**src/rtl/sram_arbiter_pkg.sv**
```systemverilog
// Shared definitions for the SRAM time-slice arbiter: slot encodings,
// default slot length and the fixed slot rotation order.
package sram_arbiter_pkg;

  typedef enum logic [1:0] {
    SLOT_CPU   = 2'd0,
    SLOT_VIDEO = 2'd1,
    SLOT_SPI   = 2'd2
  } slot_e;

  localparam int DEFAULT_SLOT_CYCLES = 4;

  // Fixed rotation CPU -> VIDEO -> SPI -> CPU.
  function automatic slot_e next_slot(input slot_e s);
    case (s)
      SLOT_CPU:   return SLOT_VIDEO;
      SLOT_VIDEO: return SLOT_SPI;
      default:    return SLOT_CPU;
    endcase
  endfunction

endpackage

```
**src/rtl/sram_slot_timer.sv**
```systemverilog
// Phase counter and slot rotation. slot_start marks phase 0 of a slot,
// slot_end marks its last phase (the coming edge enters the next slot).
module sram_slot_timer
  import sram_arbiter_pkg::*;
#(
  parameter int SLOT_CYCLES = DEFAULT_SLOT_CYCLES,
  localparam int PW = $clog2(SLOT_CYCLES)
) (
  input  logic          clk,
  input  logic          reset_n,
  output logic [1:0]    slot_o,
  output logic [PW-1:0] phase_o,
  output logic          slot_start_o,
  output logic          slot_end_o
);

  localparam logic [PW-1:0] LAST_PHASE = PW'(SLOT_CYCLES - 1);

  slot_e         slot_q, slot_d;
  logic [PW-1:0] phase_q, phase_d;

  // Advance the phase every clock; on wrap, hand the SRAM to the next owner.
  // NOTE: every signal written here gets a default first, so no latch can be inferred.
  always_comb begin
    phase_d = phase_q + 1'b1;
    slot_d  = slot_q;
    if (phase_q == LAST_PHASE) begin
      phase_d = '0;
      slot_d  = next_slot(slot_q);
    end
  end

  // Slot/phase state register.
  // NOTE: sequential state uses non-blocking assignments so all flops update together.
  always_ff @(posedge clk or negedge reset_n) begin
    if (!reset_n) begin
      slot_q  <= SLOT_CPU;
      phase_q <= '0;
    end else begin
      slot_q  <= slot_d;
      phase_q <= phase_d;
    end
  end

  assign slot_o       = slot_q;
  assign phase_o      = phase_q;
  assign slot_start_o = (phase_q == '0);
  assign slot_end_o   = (phase_q == LAST_PHASE);

endmodule

```
**src/rtl/sram_arbiter.sv**
```systemverilog
// Shares one asynchronous SRAM between the CPU, video fetch and SPI bridge
// in fixed round-robin slots. All SRAM strobes and requester outputs are
// registered; the owner of a slot is latched on the edge entering phase 0.
module sram_arbiter
  import sram_arbiter_pkg::*;
#(
  parameter int SLOT_CYCLES = DEFAULT_SLOT_CYCLES,
  parameter int ADDR_WIDTH  = 17,
  parameter int DATA_WIDTH  = 8
) (
  input  logic                  clk,
  input  logic                  reset_n,
  input  logic [ADDR_WIDTH-1:0] cpu_addr,
  input  logic                  cpu_we,
  input  logic [DATA_WIDTH-1:0] cpu_wdata,
  input  logic                  cpu_ram_enable,
  input  logic                  cpu_is_readonly,
  output logic [DATA_WIDTH-1:0] cpu_rdata,
  output logic                  cpu_done,
  input  logic [ADDR_WIDTH-1:0] video_addr,
  output logic [DATA_WIDTH-1:0] video_rdata,
  output logic                  video_valid,
  input  logic                  spi_req,
  input  logic [ADDR_WIDTH-1:0] spi_addr,
  input  logic                  spi_we,
  input  logic [DATA_WIDTH-1:0] spi_wdata,
  output logic [DATA_WIDTH-1:0] spi_rdata,
  output logic                  spi_ack,
  output logic [1:0]            slot,
  output logic [ADDR_WIDTH-1:0] ram_addr,
  output logic [DATA_WIDTH-1:0] ram_dout,
  input  logic [DATA_WIDTH-1:0] ram_din,
  output logic                  ram_data_oe,
  output logic                  ram_oe_n,
  output logic                  ram_we_n
);

  localparam int PW = $clog2(SLOT_CYCLES);
  localparam logic [PW-1:0] WE_LAST_PHASE = PW'(SLOT_CYCLES - 2);

  logic [1:0]    slot_w;
  logic [PW-1:0] phase_w;
  logic          slot_start_w, slot_end_w;

  sram_slot_timer #(.SLOT_CYCLES(SLOT_CYCLES)) u_timer (
    .clk          (clk),
    .reset_n      (reset_n),
    .slot_o       (slot_w),
    .phase_o      (phase_w),
    .slot_start_o (slot_start_w),
    .slot_end_o   (slot_end_w)
  );

  // Request of the owner of the slot about to begin.
  logic                  sel_pend, sel_rd, sel_wr;
  logic [ADDR_WIDTH-1:0] sel_addr;
  logic [DATA_WIDTH-1:0] sel_dout;

  // Registered state and outputs.
  logic                  pend_q, pend_d;
  logic [ADDR_WIDTH-1:0] ram_addr_q, ram_addr_d;
  logic [DATA_WIDTH-1:0] ram_dout_q, ram_dout_d;
  logic                  oe_n_q, oe_n_d, we_n_q, we_n_d, data_oe_q, data_oe_d;
  logic [DATA_WIDTH-1:0] cpu_rdata_q, cpu_rdata_d, video_rdata_q, video_rdata_d;
  logic [DATA_WIDTH-1:0] spi_rdata_q, spi_rdata_d;
  logic                  cpu_done_q, cpu_done_d, video_valid_q, video_valid_d;
  logic                  spi_ack_q, spi_ack_d;

  // Decode what the next owner wants; ROM writes and unmapped CPU cycles become no-ops.
  always_comb begin
    sel_pend = 1'b0;
    sel_rd   = 1'b0;
    sel_wr   = 1'b0;
    sel_addr = '0;
    sel_dout = '0;
    case (next_slot(slot_e'(slot_w)))
      SLOT_CPU: begin
        sel_pend = 1'b1;
        sel_rd   = cpu_ram_enable & ~cpu_we;
        sel_wr   = cpu_ram_enable & cpu_we & ~cpu_is_readonly;
        sel_addr = cpu_addr;
        sel_dout = cpu_wdata;
      end
      SLOT_VIDEO: begin
        sel_pend = 1'b1;
        sel_rd   = 1'b1;
        sel_addr = video_addr;
      end
      SLOT_SPI: begin
        // The bridge may write the ROM image, so readonly is not consulted.
        sel_pend = spi_req;
        sel_rd   = spi_req & ~spi_we;
        sel_wr   = spi_req & spi_we;
        sel_addr = spi_addr;
        sel_dout = spi_wdata;
      end
      default: ;
    endcase
  end

  // Strobe sequencing within a slot, completion of the ending slot and start of the next.
  always_comb begin
    pend_d        = pend_q;
    ram_addr_d    = ram_addr_q;
    ram_dout_d    = ram_dout_q;
    oe_n_d        = oe_n_q;
    data_oe_d     = data_oe_q;
    we_n_d        = we_n_q;
    cpu_rdata_d   = cpu_rdata_q;
    video_rdata_d = video_rdata_q;
    spi_rdata_d   = spi_rdata_q;
    cpu_done_d    = 1'b0;
    video_valid_d = 1'b0;
    spi_ack_d     = 1'b0;

    // Write pulse sits inside the data drive window: phases 1..S-2.
    if (slot_start_w && data_oe_q) we_n_d = 1'b0;
    if (phase_w == WE_LAST_PHASE)  we_n_d = 1'b1;

    if (slot_end_w) begin
      if (pend_q) begin
        case (slot_e'(slot_w))
          SLOT_CPU:   cpu_done_d    = 1'b1;
          SLOT_VIDEO: video_valid_d = 1'b1;
          SLOT_SPI:   spi_ack_d     = 1'b1;
          default: ;
        endcase
      end
      if (!oe_n_q) begin
        case (slot_e'(slot_w))
          SLOT_CPU:   cpu_rdata_d   = ram_din;
          SLOT_VIDEO: video_rdata_d = ram_din;
          SLOT_SPI:   spi_rdata_d   = ram_din;
          default: ;
        endcase
      end
      pend_d    = sel_pend;
      oe_n_d    = ~sel_rd;
      data_oe_d = sel_wr;
      we_n_d    = 1'b1;
      if (sel_rd || sel_wr) ram_addr_d = sel_addr;
      if (sel_wr)           ram_dout_d = sel_dout;
    end
  end

  // Register bank; reset releases every strobe and drops an in-flight access.
  always_ff @(posedge clk or negedge reset_n) begin
    if (!reset_n) begin
      pend_q        <= 1'b0;
      ram_addr_q    <= '0;
      ram_dout_q    <= '0;
      oe_n_q        <= 1'b1;
      data_oe_q     <= 1'b0;
      we_n_q        <= 1'b1;
      cpu_rdata_q   <= '0;
      video_rdata_q <= '0;
      spi_rdata_q   <= '0;
      cpu_done_q    <= 1'b0;
      video_valid_q <= 1'b0;
      spi_ack_q     <= 1'b0;
    end else begin
      pend_q        <= pend_d;
      ram_addr_q    <= ram_addr_d;
      ram_dout_q    <= ram_dout_d;
      oe_n_q        <= oe_n_d;
      data_oe_q     <= data_oe_d;
      we_n_q        <= we_n_d;
      cpu_rdata_q   <= cpu_rdata_d;
      video_rdata_q <= video_rdata_d;
      spi_rdata_q   <= spi_rdata_d;
      cpu_done_q    <= cpu_done_d;
      video_valid_q <= video_valid_d;
      spi_ack_q     <= spi_ack_d;
    end
  end

  assign slot        = slot_w;
  assign ram_addr    = ram_addr_q;
  assign ram_dout    = ram_dout_q;
  assign ram_oe_n    = oe_n_q;
  assign ram_we_n    = we_n_q;
  assign ram_data_oe = data_oe_q;
  assign cpu_rdata   = cpu_rdata_q;
  assign cpu_done    = cpu_done_q;
  assign video_rdata = video_rdata_q;
  assign video_valid = video_valid_q;
  assign spi_rdata   = spi_rdata_q;
  assign spi_ack     = spi_ack_q;

endmodule

```
**config.mk**
```make
export PLATFORM = sky130hd
export DESIGN_NAME = sram_arbiter
export DESIGN_NICKNAME = d
export VERILOG_FILES = /design/src/rtl/sram_arbiter_pkg.sv /design/src/rtl/sram_slot_timer.sv /design/src/rtl/sram_arbiter.sv
export SDC_FILE = /design/constraint.sdc
export NUM_CORES = 1
export LEC_CHECK = 0
export ABC_AREA = 1
export CAP_MARGIN = 15
export CORE_UTILIZATION = 40
export DETAILED_ROUTE_END_ITERATION = 7
export HOLD_SLACK_MARGIN = 0.02
export PLACE_DENSITY = 0.87
export SLEW_MARGIN = 0
export SYNTH_ARGS = -nofsm -noshare
export SYNTH_HDL_FRONTEND = slang
export SYNTH_HIERARCHICAL = 1
export SYNTH_SLANG_ARGS = --single-unit
```
**constraint.sdc**
```tcl
create_clock -name clk -period 2.1 [get_ports clk]
set_input_delay 0.315 -clock clk [delete_from_list [all_inputs] [get_ports clk]]
set_output_delay 0.315 -clock clk [all_outputs]
set_load 0.03 [all_outputs]
```
==> out/qor.yml <==
areaGrowthSynthToFinish_pct: 58.5
place_ws_ps: 264
ant_nets: 0
detail_route.vias_per_cell: 4.92
p_per_area_nw_per_um2: 675
synth.distinct_cells: 23
most_common_cell_after_layout_fill_and_taps_aside: "sky130_fd_sc_hd__nand2_1"
pin_count: 139
synth_fa_ha_area_frac: 0.0134
initial_utilization: 0.414
place.gp.congestion: 0.727
final.setup.worst_slack_ps: 139
yosys_register_bits: 60
tritoncts_clock_tree: "built"
cts-buffers-inserted: 9
timing_worst_slew_pin_value_ps: 481
switching_fraction: 0.282
clock_insertion_delay_worst_skew_ps: 330
worstPathRequired_ps: 1780
timing.final.setup_violations: 0
place.detailed.hpwl_um: 5890
drt_drc_violations_left: 0
syn-mean-instance-area_sq_um: 7.96
timing.critical_path.slowest_stage_cell: "sky130_fd_sc_hd__clkdlybuf4s50_1"
drt_first_pass_iters: 4
critical_path.startpoint_type: "register"
ff_to_ff_start: "u_timer/slot_o[1]$_DFFE_PN0N_"
cts.clk_slew.worst_paths_ps: 70
post_synth_and_or_nand_nor_area_fraction: 0.339
regToRegEndpoint: "ram_addr[5]$_DFFE_PN0P_"
grt_max_degree: 41
synth_top_cell_area_share: 0.519
worstPathMaxFanout: 10
drtIter0Drc: 159
power_leakage_nw: 2.12
path_delay_family: "buffers and inverters"
number_of_global_route_vias_before_repair: 2748
critPathMaxStageDelay_ps: 750
critPathCaptureType: "output pin"
netlist_instances: 351
num_antenna_cells: 0
worstSetupPathType: "reg2out"
largest_family_of_logic_cells_by_synthesized_area: "simple AND/OR/NAND/NOR gates"
period_needed_ps: 1960
post_synth_xor_area_fraction: 0
cts_max_path_buffers: 2
first_pass_grt_wire_length_um: 12600
layout-drive-gt1-share: 0.0664
cts_max_level: 3
synth_area_leader_cell: "sky130_fd_sc_hd__dfrtp_1"
crit_chain: "clkdlybuf4s50_1"
antenna_found_initial: 0
vias: 2837
mappedNetlistNets: 436
ctsResizeCount: 0
syn_area_sq_um: 2790
nNetsFinal: 577
residual_overflow_from_global_routing: 0
synth_compound_gate_area_share: 0.0515
slew_violations: 0
yosys_warnings: 6
floorplan.die.height_um: 85.6
total_switching_power_mw: 0.845
power_frac_comb: 0.245
critical_path_buf_inv_count: 1
clock.fmax_ghz: 0.510
cts_sinks: 60
max_cap_viol_count: 0
io_buf_count: 138
peakVddDrop_mv: 0.445
r2r_slack_ps: 280
route.final.wire_length_um: 8060
clock_skew_ps: 8.54
seqPwrFrac: 0.443
grt_usage: 0.224
yosys-mux-area-fraction: 0
status: "finished, final reports clean"
timing.reg2reg.worst_path_depth: 9
worst_ep_arrival_time_ps: 1650
max_slew_margin: 0.679
synth_seq_area_share: 0.538
floorplan.die_area_sq_um: 7320
fin_crit_sh: 0.934
most-common-layout-cells: "sky130_fd_sc_hd__nand2_1, sky130_fd_sc_hd__clkdlybuf4s50_1, sky130_fd_sc_hd__dfrtp_1"
hold_class: "in2async"
chip_width_um: 85.6
internal_power_summed_over_all_cells_mw: 2.15
setup_repair_after_global_routing_missed_its_margin: "false"
routedWlPerCell_um: 14.0
hold_viol_final: 0
synth.area.top_cells: "sky130_fd_sc_hd__dfrtp_1, sky130_fd_sc_hd__nand2_1, sky130_fd_sc_hd__nand3_1, sky130_fd_sc_hd__o21ai_0, sky130_fd_sc_hd__inv_1"
accumulated_negative_setup_slack_ps: 0
core_region_area_sq_um: 6760
cts.root.buffer_cell: "sky130_fd_sc_hd__clkbuf_8"
num_rows: 30
power.clock.fraction: 0.313
cells in the mapped netlist (all sizes together):
master / number
o21ai: 25
a21oi: 1
buf: 13
o21a: 1
nor3: 2
nand4: 2
inv: 19
nor2: 8
nand2: 171
a31oi: 1
ha: 3
clkbuf: 2
nand3: 43
dfrtp: 58
dfstp: 2
power by group through the flow:
stage	Combinational, mW	Sequential (mW)	Clock, mW
6_report	0.732	1.32	0.935
5_1_grt	0.778	1.34	1.01
4_1_cts	0.737	1.32	0.946
3_5_place_dp	0.732	1.34	0
3_3_place_gp	0.720	1.34	0
2_1_floorplan	0.100	1.54	0
final cells by class:
cell class                      instances  area, sq um
Clock buffer                           15          176
Clock inverter                          1         5.00
Fill cell                             565         2330
Inverter                               19         73.8
Multi-Input combinational cell        257         1130
Sequential cell                        60         1500
Tap cell                               80          100
Timing Repair Buffer                  145         1440
worst reg2reg max path, stage by stage, from the launching register on:
cell,delay (ps)
sky130_fd_sc_hd__dfrtp_1,450
sky130_fd_sc_hd__inv_1,180
sky130_fd_sc_hd__nand2_2,110
sky130_fd_sc_hd__inv_4,270
sky130_fd_sc_hd__nand2_1,120
sky130_fd_sc_hd__nand2_2,100
sky130_fd_sc_hd__nand2_4,140
sky130_fd_sc_hd__nand2_4,220
sky130_fd_sc_hd__nand2_1,90
sky130_fd_sc_hd__nand2_1,80
kinds of logic (layout without fill, tap and decap cells):
| logic type | after synthesis | in the layout |
|---|---|---|
| simple gates | 226 | 226 |
| compound gates | 28 | 28 |
| flops | 60 | 60 |
| fa+ha+maj | 3 | 3 |
| buf+inv | 34 | 180 |
registers in the layout (all words and copies together), names as in the netlist:
register	count
ram_oe_n	1
video_valid	1
ram_dout	8
video_rdata	8
cpu_done	1
ram_data_oe	1
u_timer/phase_o	2
ram_we_n	1
ram_addr	17
spi_ack	1
spi_rdata	8
pend_q	1
cpu_rdata	8
u_timer/slot_o	2
timing repair:
item,in CTS,in global routing
hold buffers,1,0
endpoints found under the hold margin,20,0
setup buffers,0,0
worst max path at each step:
stage / startpoint / endpoint / slack (ps) / cells past startpoint
after floorplan: u_timer/slot_o[1]$_DFFE_PN0N_ / ram_addr[10]$_DFFE_PN0P_ / 570 / 10
after global placement: spi_we / ram_addr[14]$_DFFE_PN0P_ / 330 / 7
after detailed placement: spi_we / ram_addr[3]$_DFFE_PN0P_ / 260 / 7
after CTS: u_timer/slot_o[0]$_DFFE_PN0N_ / slot[0] / 140 / 1
after global routing: u_timer/slot_o[0]$_DFFE_PN0N_ / slot[0] / 90 / 1
final: u_timer/slot_o[0]$_DFFE_PN0N_ / slot[0] / 140 / 1
stage by stage:
| stage | cell area, sq um | total power [mW] | util | std cells | hold WS [ps] |
|---|---|---|---|---|---|
| 2_1_floorplan | 2790 | 1.64 | - | 351 | 19.4 |
| 3_3_place_gp | 4240 | 2.06 | 0.627 | 560 | 293 |
| 3_5_place_dp | 4240 | 2.07 | 0.627 | 560 | 299 |
| 4_1_cts | 4430 | 3.01 | 0.656 | 577 | 474 |
| 5_1_grt | 4430 | 3.12 | 0.656 | 577 | 514 |
| 6_report | 4430 | 2.99 | 0.656 | 577 | 473 |
metal layers:
layer	vias up	track usage	routed length (um)
li1	1394	-	-
met2	128	0.375	3870
met5	-	0	0
met4	0	0.0758	126
met3	11	0.0972	882
met1	1304	0.258	3170
Note: power is estimated with default switching activity, not from simulation.
==> RTL edit, RTL diff (config.mk and constraints unchanged) <==
Reset style: synchronous (`reset_n`), changed in 2 clocked blocks. Comments in the files are not updated.
--- a/src/rtl/sram_slot_timer.sv
+++ b/src/rtl/sram_slot_timer.sv
@@ -32,7 +32,7 @@
 
   // Slot/phase state register.
   // NOTE: sequential state uses non-blocking assignments so all flops update together.
-  always_ff @(posedge clk or negedge reset_n) begin
+  always_ff @(posedge clk) begin
     if (!reset_n) begin
       slot_q  <= SLOT_CPU;
       phase_q <= '0;
--- a/src/rtl/sram_arbiter.sv
+++ b/src/rtl/sram_arbiter.sv
@@ -144,7 +144,7 @@
   end
 
   // Register bank; reset releases every strobe and drops an in-flight access.
-  always_ff @(posedge clk or negedge reset_n) begin
+  always_ff @(posedge clk) begin
     if (!reset_n) begin
       pend_q        <= 1'b0;
       ram_addr_q    <= '0;
Formal check against the unedited RTL: differs if reset_n is asserted again (counterexample within 10 cycles, from zero or initial values and one cycle with reset_n low); with reset_n held inactive, the same outputs for 10 cycles.
==> RTL edit against the original RTL <==
- synthesized area up 3.1%
- total power down 4.3%
- routed wire length up 4.7%
- worst setup slack worse by 16 ps
- final area up 2.4%
- count of clock-buffer cells in the layout down 3
- worst hold slack worse by 1.0 ps
- highest routed layer unchanged
- clock skew down 2.5 ps
- sequential cell count unchanged
- cell count up 18%
==> RTL edit: results (changes against the original RTL) <==
Pwr
  • Sw frac: 0.256 (-0.0264)
  • Clock-net power: 1.15 mW (+23%)
  • Sequential fraction of design power: 0.418 (-0.025)
  • Power per cell area: 631 nW/um^2 (-6.5%)
  • Peak supply drop: 0.000403 V (-9.5%)

Yosys
  • Sequential-to-total area share from yosys stat: 0.417 (-0.121)
  • Post-synthesis compound-gate area fraction: 0.0660 (+0.0145)
  • Top FF cell, synth: dfxtp_1
  • Syn Nets: 525 (+20%)
  • Synth unique cells: 22 (-4.3%)
  • Average instance area after synthesis: 6.55 sq um (-18%)
  • Post-synth top cells: nor2_1, nand2_1, dfxtp_1, o21ai_0, inv_1
  • Asr flop ratio synth: 0 (-1.00)
  • Top post-synthesis cells by area: dfxtp_1, nor2_1, nand2_1

Detailed routing
  • Drt wl/cell: 12.4 um (-11%)
  • Vias: 3219 (+13%)
  • Met2 WL: 4280 um (+10%)
  • Initial drt markers: 176 (+11%)
  • WL final: 8430 um (+4.7%)
  • M1 WL: 3490 um (+10%)

Global route
  • GRT met1 Usage: 0.255 (-0.00288)
  • Initial antenna violation count: 0 (unchanged)
  • GRT Overall Usage: 0.227 (+0.00334)
  • First-pass GRT wire length: 13200 um (+4.6%)
  • Number of global-route vias before repair: 2961 (+7.8%)
  • Largest net degree at the start of global routing: 27 (-34%)

Setup path
  • FF-to-FF path depth: 8 (-1)
  • R2r setup slk: 340 ps (+60 ps)
  • Setup crit end: slot[0]
  • R2r startpoint: u_timer/slot_o[0]
  • R2R Path End: ram_addr[5]

Status
  • Status: finished clean

Final layout
  • Layout net count: 664 (+15%)
  • Fraction of layout cells with a size suffix above 1: 0.0890 (+0.0226)

Place
  • Post-placement setup slack: 190 ps (-74.3 ps)
  • GPL Wtd Cong: 0.850 (+17%)
  • DP Wirelength: 6360 um (+8.1%)

Worst hold path
  • HP Class: register to register
RTL edit: cell count changes after synthesis, sizes merged, moves of 2 or more:
cell	delta
a21oi	+2
clkbuf	+2
dfrtp	-58
dfstp	-2
dfxtp	+60
inv	+18
nand2	-52
nand3	-18
nor2	+130
o21ai	+10
RTL edit: final cells by class:
cell class / instances / area [sq um] / area share
repair buffers: 143 / 1420 / 0.312
clock buffers: 12 / 145 / 0.0320
clock inverters: 4 / 72.6 / 0.0160
well taps: 96 / 120 / 0.0265
flip-flops and latches: 60 / 1200 / 0.265
multi-input cells: 328 / 1440 / 0.318
inverters: 37 / 139 / 0.0306
RTL edit: worst min-delay path by stage:
stage                       from      to  slack, ps  cells after the start
after floorplan           pend_q  pend_q        430                      2
after global placement    pend_q  pend_q        440                      2
after detailed placement  pend_q  pend_q        450                      2
after CTS                 pend_q  pend_q        470                      2
after global routing      pend_q  pend_q        480                      2
final                     pend_q  pend_q        470                      2
